--- config.mk ---
export PLATFORM = sky130hd
export DESIGN_NAME = ula_sequencer
export DESIGN_NICKNAME = d
export VERILOG_FILES = /design/src/rtl/ula_pkg.sv /design/src/rtl/ula_regfile.sv /design/src/rtl/ula_sequencer.sv
export SDC_FILE = /design/constraint.sdc
export NUM_CORES = 1
export LEC_CHECK = 0
export ABC_AREA = 1
export BUFFER_PORTS_ARGS = -buffer_cell sky130_fd_sc_hd__buf_2
export CAP_MARGIN = 25
export CORE_UTILIZATION = 52
export CTS_CLUSTER_DIAMETER = 80
export DETAILED_ROUTE_END_ITERATION = 8
export PLACE_DENSITY = 0.76
export SYNTH_ARGS = -nofsm -noshare
export SYNTH_HDL_FRONTEND = slang
export SYNTH_SLANG_ARGS = --single-unit
--- constraint.sdc ---
create_clock -name clk -period 1.81 [get_ports clk]
set_input_delay 0.181 -clock clk [delete_from_list [all_inputs] [get_ports clk]]
set_output_delay 0.181 -clock clk [all_outputs]
set_load 0.02 [all_outputs]
--- src/rtl/ula_pkg.sv ---
// Shared opcode map, FSM state encoding and flag bit positions for the
// ULA issue/writeback sequencer.
package ula_pkg;

  localparam int DATA_W = 8;
  localparam int OP_W   = 4;

  localparam logic [OP_W-1:0] OP_NOP  = 4'b0000;
  localparam logic [OP_W-1:0] OP_ADD  = 4'b0001;
  localparam logic [OP_W-1:0] OP_SUB  = 4'b0010;
  localparam logic [OP_W-1:0] OP_MUL  = 4'b0011;
  localparam logic [OP_W-1:0] OP_DIV  = 4'b0100;
  localparam logic [OP_W-1:0] OP_MOD  = 4'b0101;
  localparam logic [OP_W-1:0] OP_AND  = 4'b0110;
  localparam logic [OP_W-1:0] OP_OR   = 4'b0111;
  localparam logic [OP_W-1:0] OP_XOR  = 4'b1000;
  localparam logic [OP_W-1:0] OP_NOT  = 4'b1001;
  localparam logic [OP_W-1:0] OP_NOR  = 4'b1010;
  localparam logic [OP_W-1:0] OP_NAND = 4'b1011;
  localparam logic [OP_W-1:0] OP_XNOR = 4'b1100;

  typedef enum logic [1:0] {
    ST_IDLE      = 2'd0,
    ST_OPERAND   = 2'd1,
    ST_EXECUTE   = 2'd2,
    ST_WRITEBACK = 2'd3
  } state_t;

  localparam int FLAG_Z = 0;
  localparam int FLAG_C = 1;
  localparam int FLAG_S = 2;
  localparam int FLAG_P = 3;
  localparam int FLAG_V = 6;

  function automatic logic is_valid_op(input logic [OP_W-1:0] op);
    return (op >= OP_ADD) && (op <= OP_XNOR);
  endfunction

  // DIV and MOD are the only operations that reject a zero operand2.
  function automatic logic needs_nonzero_op2(input logic [OP_W-1:0] op);
    return (op == OP_DIV) || (op == OP_MOD);
  endfunction

endpackage

--- src/rtl/ula_regfile.sv ---
// Register file for the sequencer: two operand read ports, a debug read port
// and one synchronous write port. r0 is hardwired to zero.
module ula_regfile
  import ula_pkg::*;
#(
  parameter int NUM_REGS = 8,
  parameter int REG_AW   = $clog2(NUM_REGS)
) (
  input  logic              clk,
  input  logic              reset,
  input  logic [REG_AW-1:0] rd_addr1,
  output logic [DATA_W-1:0] rd_data1,
  input  logic [REG_AW-1:0] rd_addr2,
  output logic [DATA_W-1:0] rd_data2,
  input  logic [REG_AW-1:0] dbg_addr,
  output logic [DATA_W-1:0] dbg_data,
  input  logic              we,
  input  logic [REG_AW-1:0] wr_addr,
  input  logic [DATA_W-1:0] wr_data
);

  logic [DATA_W-1:0] mem [NUM_REGS];

  always_ff @(posedge clk) begin
    if (reset) begin
      for (int i = 0; i < NUM_REGS; i++) begin
        mem[i] <= '0;
      end
    end else if (we && (wr_addr != '0)) begin
      mem[wr_addr] <= wr_data;
    end
  end

  assign rd_data1 = (rd_addr1 == '0) ? '0 : mem[rd_addr1];
  assign rd_data2 = (rd_addr2 == '0) ? '0 : mem[rd_addr2];
  assign dbg_data = (dbg_addr == '0) ? '0 : mem[dbg_addr];

endmodule

--- src/rtl/ula_sequencer.sv ---
// Single-issue controller driving the external 8-bit ULA: fetches operands,
// presents them for one EXECUTE cycle, then writes back result and flags.
module ula_sequencer
  import ula_pkg::*;
#(
  parameter int NUM_REGS = 8,
  parameter int REG_AW   = $clog2(NUM_REGS)
) (
  input  logic              clk,
  input  logic              reset,
  input  logic              instr_valid,
  output logic              instr_ready,
  input  logic [3:0]        instr_op,
  input  logic [REG_AW-1:0] instr_rd,
  input  logic [REG_AW-1:0] instr_rs1,
  input  logic [REG_AW-1:0] instr_rs2,
  input  logic [7:0]        instr_imm,
  input  logic              instr_use_imm,
  output logic [3:0]        ula_operation,
  output logic [7:0]        operand1,
  output logic [7:0]        operand2,
  input  logic [7:0]        ula_result,
  input  logic [7:0]        ula_flags,
  output logic              done_valid,
  output logic              done_err,
  output logic [REG_AW-1:0] wb_rd,
  output logic [7:0]        wb_data,
  output logic [7:0]        flags_q,
  input  logic [REG_AW-1:0] dbg_addr,
  output logic [7:0]        dbg_data
);

  state_t            state_q;
  logic [OP_W-1:0]   op_q;
  logic [REG_AW-1:0] rd_q;
  logic [REG_AW-1:0] rs1_q;
  logic [REG_AW-1:0] rs2_q;
  logic [DATA_W-1:0] imm_q;
  logic              use_imm_q;
  logic [DATA_W-1:0] operand1_q;
  logic [DATA_W-1:0] operand2_q;
  logic              err_q;
  logic [DATA_W-1:0] result_q;
  logic [DATA_W-1:0] ula_flags_q;
  logic [DATA_W-1:0] flags_reg;

  logic [DATA_W-1:0] rs1_data;
  logic [DATA_W-1:0] rs2_data;
  logic [DATA_W-1:0] op2_sel;
  logic              err_next;
  logic              rf_we;

  ula_regfile #(
    .NUM_REGS (NUM_REGS),
    .REG_AW   (REG_AW)
  ) u_regfile (
    .clk      (clk),
    .reset    (reset),
    .rd_addr1 (rs1_q),
    .rd_data1 (rs1_data),
    .rd_addr2 (rs2_q),
    .rd_data2 (rs2_data),
    .dbg_addr (dbg_addr),
    .dbg_data (dbg_data),
    .we       (rf_we),
    .wr_addr  (rd_q),
    .wr_data  (result_q)
  );

  assign op2_sel  = use_imm_q ? imm_q : rs2_data;
  assign err_next = !is_valid_op(op_q) || (needs_nonzero_op2(op_q) && (op2_sel == '0));

  always_ff @(posedge clk) begin
    if (reset) begin
      state_q     <= ST_IDLE;
      op_q        <= OP_NOP;
      rd_q        <= '0;
      rs1_q       <= '0;
      rs2_q       <= '0;
      imm_q       <= '0;
      use_imm_q   <= 1'b0;
      operand1_q  <= '0;
      operand2_q  <= '0;
      err_q       <= 1'b0;
      result_q    <= '0;
      ula_flags_q <= '0;
      flags_reg   <= '0;
    end else begin
      case (state_q)
        // Accept: capture the whole instruction, upstream need not hold it.
        ST_IDLE: begin
          if (instr_valid) begin
            op_q      <= instr_op;
            rd_q      <= instr_rd;
            rs1_q     <= instr_rs1;
            rs2_q     <= instr_rs2;
            imm_q     <= instr_imm;
            use_imm_q <= instr_use_imm;
            state_q   <= ST_OPERAND;
          end
        end
        // Operand fetch: register operands so the ULA sees stable inputs.
        ST_OPERAND: begin
          operand1_q <= rs1_data;
          operand2_q <= op2_sel;
          err_q      <= err_next;
          state_q    <= ST_EXECUTE;
        end
        // Execute: the ULA output is captured at the end of this cycle.
        ST_EXECUTE: begin
          result_q    <= ula_result;
          ula_flags_q <= ula_flags;
          state_q     <= ST_WRITEBACK;
        end
        // Writeback: commit result (via regfile port) and flags unless rejected.
        ST_WRITEBACK: begin
          if (!err_q) begin
            flags_reg <= ula_flags_q;
          end
          state_q <= ST_IDLE;
        end
        default: state_q <= ST_IDLE;
      endcase
    end
  end

  assign rf_we         = (state_q == ST_WRITEBACK) && !err_q;
  assign instr_ready   = (state_q == ST_IDLE);
  assign ula_operation = (state_q == ST_EXECUTE) ? op_q : OP_NOP;
  assign operand1      = operand1_q;
  assign operand2      = operand2_q;
  assign done_valid    = (state_q == ST_WRITEBACK);
  assign done_err      = (state_q == ST_WRITEBACK) && err_q;
  assign wb_rd         = rd_q;
  assign wb_data       = err_q ? '0 : result_q;
  assign flags_q       = flags_reg;

endmodule
-- Word-level counts from Yosys, hierarchy flattened
Memory sizes are Yosys's and may differ from the RTL's. A register that Yosys moved wholly into a read port is not among the register bits.
Cells that the tools add are included.
- memory bits (writable): 64
- latch bits: 0
- bits of input ports: 44
- word-level logic and storage cells: 61
- memory bits (read-only): 0
- register bits after elaboration: 65
- memories: 1
- output and inout port bits: 50
- memory list (name ; depth ; bits a word ; rd ports ; clocked after Yosys merged registers in ; write ports ; RTL line ; RTL):
    u_regfile.mem ; 8 ; 8 ; 3 ; 2 ; 8 ; ula_regfile.sv:22 ; logic [DATA_W-1:0] mem [NUM_REGS];
- $mul: 0
- $lt $le $gt $ge: 2
- div/mod/pow operators: 0
- reduce and logical (&&, ||, !) cells: 18
- shift-type cells: 0
- equal/unequal tests: 6
- multiplexer cells: 20
- add/subtract/negate cells: 0
- bitwise operators: 1
- operator list (kind ; count):
    8-bit 2-to-1 mux ; 6
    3-bit 2-to-1 mux ; 5
    3-bit zero test ; 3
    4-bit by 3-bit equality test with 1-bit output, second input constant ; 2
    8-bit zero test ; 1
    2-bit case mux with 4 select lines ; 1
    8-bit OR reduction ; 1
    1-bit 2-to-1 mux ; 6
    1-bit logical AND ; 5
    2-bit equality test, second input constant ; 2
    4-bit by 1-bit greater-or-equal comparator with 1-bit output, second input constant ; 1
    4-bit <= comparator, second input constant ; 1
    4-bit 2-to-1 mux ; 1
    2-bit AND reduction ; 2
    3-bit nonzero test ; 1
    2-bit by 1-bit equality test with 1-bit output, second input constant ; 1
    1-bit zero test ; 2
    2-bit zero test ; 1
    1-bit logical OR ; 2
    2-bit 2-to-1 mux ; 1
    2-bit != test, second input constant ; 1
    1-bit NOT ; 1

-- Logic depth before layout (Yosys ltp)
- depth in word-level cells: 8
- gate-level depth with buffers: 12
- depth with buffers taken out: 11

-- By module
From an unflattened synthesis, not the netlist that was laid out.
- cell total of the unflattened synthesis: 1006
- area, all modules: 7226.9 um^2
- by module, submodules not included (module ; area each (um^2) ; cells each ; seq. area each (um^2) ; instances):
    ula_regfile ; 4619.4 ; 654 ; 1921.8 ; 1
    ula_sequencer ; 2607.5 ; 352 ; 1301.2 ; 1

-- Least setup slack after synthesis
No wires, ideal clock.
- path kind: flip-flop to flip-flop
- start point: register state_q[0]
- end point: memory u_regfile.mem[1][0], enable pin
- required time: 1.481 ns
- stages on the path, launching flop included: 8
- slack: -0.157 ns
- path buffers: 0
- arrival time: 1.638 ns
- setup time: 0.329 ns
- period minus slack after synthesis: 1.967 ns
- cell sequence: dfxtp_1 -> ha_1 -> inv_1 -> nor2_2 -> nand3_1 -> nor2_1 -> nand2_1 -> nand2_1
- RTL lines (what ; RTL line ; RTL):
    start, declared ; ula_sequencer.sv:33 ; state_t state_q;
    start signal, assigned ; ula_sequencer.sv:75 ; state_q <= ST_IDLE;
    start signal, assigned ; ula_sequencer.sv:99 ; state_q <= ST_OPERAND;
    start signal, assigned ; ula_sequencer.sv:107 ; state_q <= ST_EXECUTE;
    end, declared ; ula_regfile.sv:22 ;

==> impl_results.md <==
- Clock transition at the registers of the reported paths: 60 ps
- Place WS: 116.5 ps
- Chip height: 114.6 um
- FF+latch count, synth: 135
- Data arrival, critical path: 1610 ps
- Synth Cell Area: 6595 sq um
- Via count: 6329
- Max clock buf depth: 2
- Synthesized area per cell: 7.678 sq um
- Final WS setup: 20.33 ps
- Synth top area cells: edfxtp_1 29%, dfxtp_1 22%, o21ai_0 9.6%
- Die Wd: 114.6 um
- PD cells: 1461 nW/um^2
- Setup Viol. Count Final: 0
- Antenna Nets Post-Route: 0
- Type of the worst min-delay path: input port to flop
- Cell variety after synth: 23
- Slew Limit Fails: 0
- Setup bufs post-CTS: 0
- Grt total ovfl: 0
- Critical path type: flop to output port
- CTS tree: done
- Area leader, netlist: edfxtp_1
- Synth top area share: 29.14%
- Worst setup SP type: flop
- Final period util: 98.88%
- CP Capture Type: output port
- Port buffer count: 93
- Share of post-route cells with drive strength above 1: 19.37%
- Initial antenna violation count: 0
- Relative slew slack: 57.48%
- Htree depth: 4
- RSZ-0062 raised after global routing: yes
- Sequential element share of the synthesized area: 50.69%
- Initial Util: 54.01%
- Required @ worst endpoint: 1630 ps
- Max Fanout on Critical Path: 3
- Mapped Cells: 859
- Largest net degree at the start of global routing: 60
- Latest clock arrival within the worst-skew pair: 420 ps
- First-pass GRT wire length: 29610 um
- Worst r2r src: state_q[0]$_SDFFE_PP0P_
- TNS Setup: 0 ps
- Fmax: 558.8 MHz
- Routed vias/inst: 5.461
- Worst-Margin Slew: 636.9 ps
- Num ports: 94
- CTS root buffer: clkbuf_16
- Vias in the first global route: 5671
- Die area: 13140 sq um
- Max-cap viol count: 0
- Hold Crit Start: instr_op[2]
- R2R setup slack: 130 ps
- Most frequent cells in the layout: 164 x nor2_1, 117 x o21ai_0, 109 x nand2_1
- Rows: 40
- VDD IR-drop max: 1.333 mV
- Number of DRC markers in iteration 0: 556
- CTS sink count: 135
- Final worst path period need: 1790 ps
- Overall Global Routing Usage: 30.49%
- Nets: 1026
- DRC: 0
- Yosys warns: 0
- Clock skew: 7.821 ps
- Detailed Routing Iterations Pass 1: 5
- Crit path launch: u_regfile.mem[6][3]$_SDFFCE_PN0P_
- Core box area: 12210 sq um
- Layout area overhead: 24.09%
- Routed length per placed instance: 16.65 um
- Run status: finished clean
- Detailed placement HPWL: 13540 um
- Cts bufs inserted: 17
- Pwr Total: 0.01196 W
- Drt total wl: 19300 um
- Ant. Diodes: 0
- Most common library cell in the layout ignoring fill and taps: nor2_1
- Hold Vio Cnt, Final: 0
- Routability Congestion: 0.9699
- Leak Pwr: 3.532 nW
-- repair_timing --
| action | in CTS | in global routing |
|---|---|---|
| resized for setup | 6 | 31 |
| hold buffers | 8 | 0 |
| pin swaps | 0 | 3 |
| hold endpoints to repair | 8 | 0 |
| endpoints found under the setup margin | 4 | 57 |
-- metrics by stage --
step | cells | instance area (sq um) | util [%] | hold slack (ps)
3_3_place_gp | 1119 | 7423 | 60.79 | 400.2
5_1_grt | 1159 | 8184 | 67.02 | 18.93
2_1_floorplan | 866 | 6641 | - | 315.9
4_1_cts | 1159 | 8138 | 66.64 | 4.931
3_5_place_dp | 1119 | 7423 | 60.79 | 407.9
6_report | 1159 | 8184 | 67.02 | 11.07
-- cell families after synthesis --
kind of cell	after synthesis	share of synthesized area (%)
AO/OA/AOI/OAI	245	19.83
flip-flops	135	50.69
other	1	0.05686
AND/OR/NAND/NOR	336	20.17
adder cells (fa/ha/maj)	4	0.7589
buffers and inverters	138	8.499
-- flip-flops by register name, indices dropped and copies added, names as in the netlist, named ones only --
signal         cells
op_q               4
operand1           8
state_q            2
result_q           8
rs1_q              3
wb_rd              3
operand2           8
ula_flags_q        8
flags_q            8
use_imm_q          1
err_q              1
imm_q              8
rs2_q              3
u_regfile.mem     64
-- path summary, 6_finish.rpt --
check,end,cells past startpoint
hold reg to reg,operand1[6]$_SDFFE_PP0N_,2
setup / recovery,dbg_data[3],7
hold / removal,op_q[2]$_SDFFE_PP0P_,3
setup reg to reg,u_regfile.mem[1][7]$_SDFFCE_PN0P_,7
-- final cells by class --
| class | instances | area (sq um) |
|---|---|---|
| clock buffers | 18 | 429.2 |
| clock inverters | 14 | 193.9 |
| fillers | 1055 | 4028 |
| inverters | 89 | 334.1 |
| multi-input cells | 593 | 2770 |
| flip-flops and latches | 135 | 3344 |
| well taps | 168 | 210.2 |
| repair buffers | 142 | 902.1 |
-- power by group --
part,leakage [nW],internal (W),switching (W)
logic,1.99,0.00137,0.00277
registers,1.24,0.00376,0.000370
clock network,0.304,0.00232,0.00136
-- routing by layer --
layer,global-route usage [%],wire (um),up-vias
met5,0,0,-
met4,15.32,622,0
met3,6.564,1726,42
met2,46.91,8804,304
met1,40.69,8149,2887
li1,-,-,3096
-- synthesized netlist by cell type, drive strengths merged --
cell type	count
a211oi	1
o21ai	127
nor3	2
nor2	167
a21oi	82
clkinv	14
nand2	116
dfxtp	71
o211ai	26
a31oi	8
nand3	51
edfxtp	64
buf	15
inv	75
a221oi	1
ha	4
clkbuf	34
conb	1
-- worst max-delay path: stages, from the launching register on --
cell	delay, ps
edfxtp_1	340
inv_2	60
a21oi_1	120
o21ai_0	120
nand3_1	90
nand2_1	70
a31oi_1	210
buf_4	180
No activity file was read; power rests on OpenSTA's default activity.
